[src/rtl/uart_tx_hold_pkg.sv]
// Shared definitions for the UART transmitter with one-entry holding register:
// one-hot FSM codes, default frame geometry and a width helper.
package uart_tx_hold_pkg;

  localparam int N_BITS_DATA_DEF  = 8;
  localparam int N_TICKS_BIT_DEF  = 16;
  localparam int N_TICKS_STOP_DEF = 16;
  localparam int N_BITS_STATE     = 4;

  typedef enum logic [N_BITS_STATE-1:0] {
    ST_IDLE  = 4'b0001,
    ST_START = 4'b0010,
    ST_DATA  = 4'b0100,
    ST_STOP  = 4'b1000
  } tx_state_e;

  // Counter width for values 0..n-1, never narrower than one bit.
  function automatic int bits_for(input int n);
    return (n <= 2) ? 1 : $clog2(n);
  endfunction

  function automatic int max_int(input int a, input int b);
    return (a > b) ? a : b;
  endfunction

endpackage

[src/rtl/uart_tx_shifter.sv]
// Frame serializer: start bit, LSB-first data bits, stop bit, paced by the
// 16x baud tick. A start request is accepted in IDLE or on the final stop tick.
module uart_tx_shifter
  import uart_tx_hold_pkg::*;
#(
  parameter int N_BITS_DATA  = N_BITS_DATA_DEF,
  parameter int N_TICKS_BIT  = N_TICKS_BIT_DEF,
  parameter int N_TICKS_STOP = N_TICKS_STOP_DEF
) (
  input  logic                   clock,
  input  logic                   reset,
  input  logic                   s_tick,
  input  logic                   start,
  input  logic [N_BITS_DATA-1:0] data,
  output logic                   tx,
  output logic                   busy,
  output logic                   done_tick
);

  localparam int CNT_W = bits_for(max_int(N_TICKS_BIT, N_TICKS_STOP));
  localparam int IDX_W = bits_for(N_BITS_DATA);
  localparam logic [CNT_W-1:0] BIT_LAST  = CNT_W'(N_TICKS_BIT - 1);
  localparam logic [CNT_W-1:0] STOP_LAST = CNT_W'(N_TICKS_STOP - 1);
  localparam logic [IDX_W-1:0] IDX_LAST  = IDX_W'(N_BITS_DATA - 1);

  tx_state_e              state_reg;
  logic [CNT_W-1:0]       cnt_reg;
  logic [IDX_W-1:0]       idx_reg;
  logic [N_BITS_DATA-1:0] shift_reg;
  logic [N_BITS_DATA-1:0] shift_dn;
  logic                   tx_reg;

  // Shift register contents after the current bit has been sent.
  for (genvar gi = 0; gi < N_BITS_DATA; gi++) begin : g_shift
    if (gi == N_BITS_DATA - 1) begin : g_msb
      assign shift_dn[gi] = 1'b0;
    end else begin : g_mid
      assign shift_dn[gi] = shift_reg[gi+1];
    end
  end

  assign done_tick = (state_reg == ST_STOP) && s_tick && (cnt_reg == STOP_LAST);
  assign busy      = (state_reg != ST_IDLE);
  assign tx        = tx_reg;

  // tx_reg is loaded with the level of the state being entered, so the line
  // changes on the same edge as the state.
  always_ff @(posedge clock) begin
    if (!reset) begin
      state_reg <= ST_IDLE;
      cnt_reg   <= '0;
      idx_reg   <= '0;
      shift_reg <= '0;
      tx_reg    <= 1'b1;
    end else begin
      case (state_reg)
        ST_IDLE: begin
          if (start) begin
            shift_reg <= data;
            cnt_reg   <= '0;
            state_reg <= ST_START;
            tx_reg    <= 1'b0;
          end
        end
        ST_START: begin
          if (s_tick) begin
            if (cnt_reg == BIT_LAST) begin
              cnt_reg   <= '0;
              idx_reg   <= '0;
              state_reg <= ST_DATA;
              tx_reg    <= shift_reg[0];
            end else begin
              cnt_reg <= cnt_reg + 1'b1;
            end
          end
        end
        ST_DATA: begin
          if (s_tick) begin
            if (cnt_reg == BIT_LAST) begin
              cnt_reg   <= '0;
              shift_reg <= shift_dn;
              if (idx_reg == IDX_LAST) begin
                state_reg <= ST_STOP;
                tx_reg    <= 1'b1;
              end else begin
                idx_reg <= idx_reg + 1'b1;
                tx_reg  <= shift_dn[0];
              end
            end else begin
              cnt_reg <= cnt_reg + 1'b1;
            end
          end
        end
        ST_STOP: begin
          if (s_tick) begin
            if (cnt_reg == STOP_LAST) begin
              cnt_reg <= '0;
              if (start) begin
                shift_reg <= data;
                state_reg <= ST_START;
                tx_reg    <= 1'b0;
              end else begin
                state_reg <= ST_IDLE;
                tx_reg    <= 1'b1;
              end
            end else begin
              cnt_reg <= cnt_reg + 1'b1;
            end
          end
        end
        default: begin
          state_reg <= ST_IDLE;
          cnt_reg   <= '0;
          idx_reg   <= '0;
          tx_reg    <= 1'b1;
        end
      endcase
    end
  end

endmodule

[src/rtl/uart_tx_hold.sv]
// UART transmitter fed by the ALU done tick, with a one-entry holding register
// so a second byte can be queued while a frame is on the line.
module uart_tx_hold
  import uart_tx_hold_pkg::*;
#(
  parameter int N_BITS_DATA  = N_BITS_DATA_DEF,
  parameter int N_TICKS_BIT  = N_TICKS_BIT_DEF,
  parameter int N_TICKS_STOP = N_TICKS_STOP_DEF
) (
  input  logic                   clock,
  input  logic                   reset,
  input  logic                   s_tick_i,
  input  logic                   tx_start_i,
  input  logic [N_BITS_DATA-1:0] data_i,
  output logic                   tx_o,
  output logic                   tx_done_tick_o,
  output logic                   busy_o,
  output logic                   hold_full_o,
  output logic                   overrun_o
);

  logic [N_BITS_DATA-1:0] hold_reg;
  logic                   hold_valid_reg;
  logic                   sh_start;
  logic [N_BITS_DATA-1:0] sh_data;
  logic                   sh_busy;
  logic                   sh_done;

  // The shifter takes a new byte when idle, or on its final stop tick if
  // anything is waiting (held byte first, else the coincident request).
  assign sh_start = (!sh_busy && tx_start_i) ||
                    (sh_done && (hold_valid_reg || tx_start_i));
  assign sh_data  = (sh_done && hold_valid_reg) ? hold_reg : data_i;

  // A request landing on the final stop tick always finds room, because the
  // held byte moves out in the same cycle.
  assign overrun_o      = sh_busy && tx_start_i && hold_valid_reg && !sh_done;
  assign tx_done_tick_o = sh_done;
  assign busy_o         = sh_busy;
  assign hold_full_o    = hold_valid_reg;

  always_ff @(posedge clock) begin
    if (!reset) begin
      hold_reg       <= '0;
      hold_valid_reg <= 1'b0;
    end else if (sh_done) begin
      if (hold_valid_reg) begin
        if (tx_start_i) begin
          hold_reg <= data_i;
        end else begin
          hold_valid_reg <= 1'b0;
        end
      end
    end else if (sh_busy && tx_start_i && !hold_valid_reg) begin
      hold_reg       <= data_i;
      hold_valid_reg <= 1'b1;
    end
  end

  uart_tx_shifter #(
    .N_BITS_DATA (N_BITS_DATA),
    .N_TICKS_BIT (N_TICKS_BIT),
    .N_TICKS_STOP(N_TICKS_STOP)
  ) u_shifter (
    .clock    (clock),
    .reset    (reset),
    .s_tick   (s_tick_i),
    .start    (sh_start),
    .data     (sh_data),
    .tx       (tx_o),
    .busy     (sh_busy),
    .done_tick(sh_done)
  );

endmodule

[config.mk]
export PLATFORM = sky130hd
export DESIGN_NAME = uart_tx_hold
export DESIGN_NICKNAME = d
export VERILOG_FILES = /design/src/rtl/uart_tx_hold_pkg.sv /design/src/rtl/uart_tx_shifter.sv /design/src/rtl/uart_tx_hold.sv
export SDC_FILE = /design/constraint.sdc
export NUM_CORES = 1
export LEC_CHECK = 0
export BUFFER_PORTS_ARGS = -buffer_cell sky130_fd_sc_hd__buf_2
export CAP_MARGIN = 20
export CORE_MARGIN = 8
export CORE_UTILIZATION = 50
export DETAILED_ROUTE_END_ITERATION = 8
export PLACE_DENSITY_LB_ADDON = 0.3
export SYNTH_ARGS = -nofsm -noshare
export SYNTH_HDL_FRONTEND = slang
export SYNTH_SLANG_ARGS = --single-unit
export TNS_END_PERCENT = 30
[constraint.sdc]
create_clock -name clock -period 2.1 [get_ports clock]
set_input_delay 0.105 -clock clock [delete_from_list [all_inputs] [get_ports clock]]
set_output_delay 0.105 -clock clock [all_outputs]
set_load 0.005 [all_outputs]
==> metrics.txt <==
TritonCTS clock tree=done; Worst R2R Start=u_shifter.state_reg[1]; ranking of synthesized cells by area=dfxtp_1 (35%), nand2_1 (7.7%), o21ai_0 (7.3%), mux2_2 (5.5%), nand3_1 (3.9%); fmax=516 MHz; multi-input logic area=983 µm²; largest net degree at the start of global routing=42; first-pass GRT wire length=5800 µm; fill count=331; Ys Warns=0; syn avg cell area=8.24 µm²; max_slew headroom=0.655; initial drt markers=98; Die W=73.4 µm; Power Density=1050 nW/µm²; CTS root buffer=clkbuf_4; Synth cell types=43; RSZ-0062 raised after global routing=false; Cell Rows=21; Seq pwr share=0.425; cts bufs inserted=5; Max VDD drop=0.000463 V; number of synthesized flops with an enable pin=0; H-tree levels=2; CP required=2.35 ns; Post-Layout Cell Count=268; clock network power share=0.162; register clock-pin slew on the reported worst setup and hold paths=0.09 ns; ANT nets after route=0; final hold vios=0; Worst-Margin Slew=0.515 ns; vias in the first global route=1290; cell taking the most area after synthesis=dfxtp_1; total power=1950 µW; worst hold start=data_i[6]; syn nets=215; Area Growth Syn to Fin=13.0%; reg2reg setup slack=0.16 ns; share of the synthesized area in the top cell type=0.352; Max Cap Viol=0; Post-Synthesis Cells=200; Leak=0.000743 µW; synthesis-stage register bit count=29; Port-buffer cells=16; Via density=5.46; Seq/Total Area, Yosys=0.352; Max FO, Critical Path=10; WHS Endpoint=hold_reg[6]; combinational share of power=0.413; Initial Util=0.506; CP peak stage delay=0.60 ns; DRT Pass-1 Iters=4; via count=1462; Net Sw Frac=0.393; Placed Instances=257; R2R Path End=u_shifter.cnt_reg[1]; core area=3260 µm²; most common cell after layout, fill and taps aside=nand2_1; routed wire length=3360 µm; Final period util=0.922; Cells on Worst Hold Path=3; startpoint types=flop; most common flop cell mapped by yosys=dfxtp_1; # nets final=236; Setup-failing EPs final=0; Final Max Slew Viols=0; worst hold path class=in -> reg; Die Area=5390 µm²; RD Place Congestion=0.821; # IOs=17; Cell Area, Synth=1650 µm²; antenna violations before repair=0; Sw Pwr=767 µW; register area=582 µm²; die height=73.4 µm; critical path's slowest cell=dfxtp_1; Worst Skew=0.00312 ns; fraction of registers with async set or reset after synthesis=0; HPWL after detailed placement=2390 µm; Int Power=1180 µW; All-Layer GR Usage=0.136; clk_lat worst skew=0.32 ns; crit-path cells=xor2_1 > o211ai_1 > or3_1 > a21boi_0; TNS Setup=0 ns; Max clock buf depth=2; Hold WS=0.0272 ns; commonest non-fill, non-tap cells in the layout=nand2_1 (34), dfxtp_1 (28), o21ai_0 (24), buf_2 (16), nand3_1 (13); Sink Count=29; fraction of layout instances using a drive strength above 1=0.234; critical path class=reg -> reg; CP endpoint kind=flop; DRC viols=0; status=finished clean; Final Util=0.571; Antenna Cells=0; FF-to-FF path depth=4; Period minus WS final=1.94 ns; grt ovf=0; wire per inst=12.5 µm; Arr. time, crit path=2.19 ns
how the worst max path moves through the flow:
stage                                        end                   start  slack, ns  cells past startpoint
final                       u_shifter.cnt_reg[1]  u_shifter.state_reg[1]       0.16                      4
after global routing        u_shifter.idx_reg[1]    u_shifter.cnt_reg[0]       0.02                      8
after CTS                              overrun_o  u_shifter.state_reg[3]       0.06                      4
after detailed placement  u_shifter.shift_reg[7]  u_shifter.state_reg[3]       0.09                      5
after global placement    u_shifter.shift_reg[7]  u_shifter.state_reg[3]       0.16                      5
after floorplan                      hold_reg[0]    u_shifter.cnt_reg[0]       0.28                      8
layout make-up:
cell class / instances / area share
Multi-Input combinational cell: 152 / 0.528
Clock buffer: 6 / 0.0222
Inverter: 6 / 0.0121
Timing Repair Buffer: 27 / 0.0887
Sequential cell: 29 / 0.312
Clock inverter: 2 / 0.00538
Tap cell: 46 / 0.0309
power by group through the flow:
stage	combinational (µW)	clock (µW)	sequential (µW)
3_5_place_dp	785	0	838
3_3_place_gp	787	0	835
2_1_floorplan	682	0	748
5_1_grt	900	359	850
6_report	806	316	829
4_1_cts	789	332	824
stage by stage:
stage	cell area, µm²	setup slack [ns]
after global placement	1780	0.160
final	1860	0.164
after global routing	1860	0.0226
after detailed placement	1780	0.0887
after floorplan	1650	0.276
after CTS	1830	0.0579
metal layers:
metal,vias to the layer above,track usage,part of all wire
li1,769,-,-
met1,652,0.172,0.51
met2,35,0.200,0.41
met3,6,0.0532,0.070
met4,0,0.0532,0.014
met5,-,0,0
cells by family (layout without fill, tap and decap cells):
| group | count (synthesis) | after routing | synth area share |
|---|---|---|---|
| muxes | 12 | 12 | 0.0790 |
| buffers and inverters | 19 | 41 | 0.0592 |
| DFF | 29 | 29 | 0.352 |
| and+or+nand+nor | 79 | 79 | 0.263 |
| adders and majority gates | 3 | 3 | 0.0228 |
| xor gates and xnor gates | 1 | 1 | 0.00532 |
| AOI/OAI and AO/OA | 57 | 57 | 0.219 |
cell usage after synthesis, types with 2 or more instances:
cell type   n
buf_4       2
clkbuf_1    6
buf_6       2
a21boi_0    6
nand4_1     2
nor2_1      9
and3_1      3
o21ai_0    24
mux2_2      8
or3_1       2
a31oi_1     8
a21oi_1     5
a211oi_1    2
inv_1       6
dfxtp_1    29
mux2i_1     4
nor2b_1     2
buf_2       3
nand2_1    34
nor4b_4     2
o311ai_0    2
and4_1      2
a311oi_1    2
nand3_1    13
ha_1        3
nand3b_1    2
what timing repair did:
item / CTS / global route
endpoints found under the hold margin: 0 / 1
endpoints found under the setup margin: 0 / 10
hold buffers: 0 / 1
setup buffers: 0 / 2
gates resized for setup: 0 / 3
critical path, delay by kind of cell (launching register included):
kind	cells	cell delay, ns
AO/OA/AOI/OAI	2	0.45
flip-flops	1	0.60
XOR/XNOR	1	0.42
AND/OR/NAND/NOR	1	0.41
No activity file was read; power rests on OpenSTA's default activity.
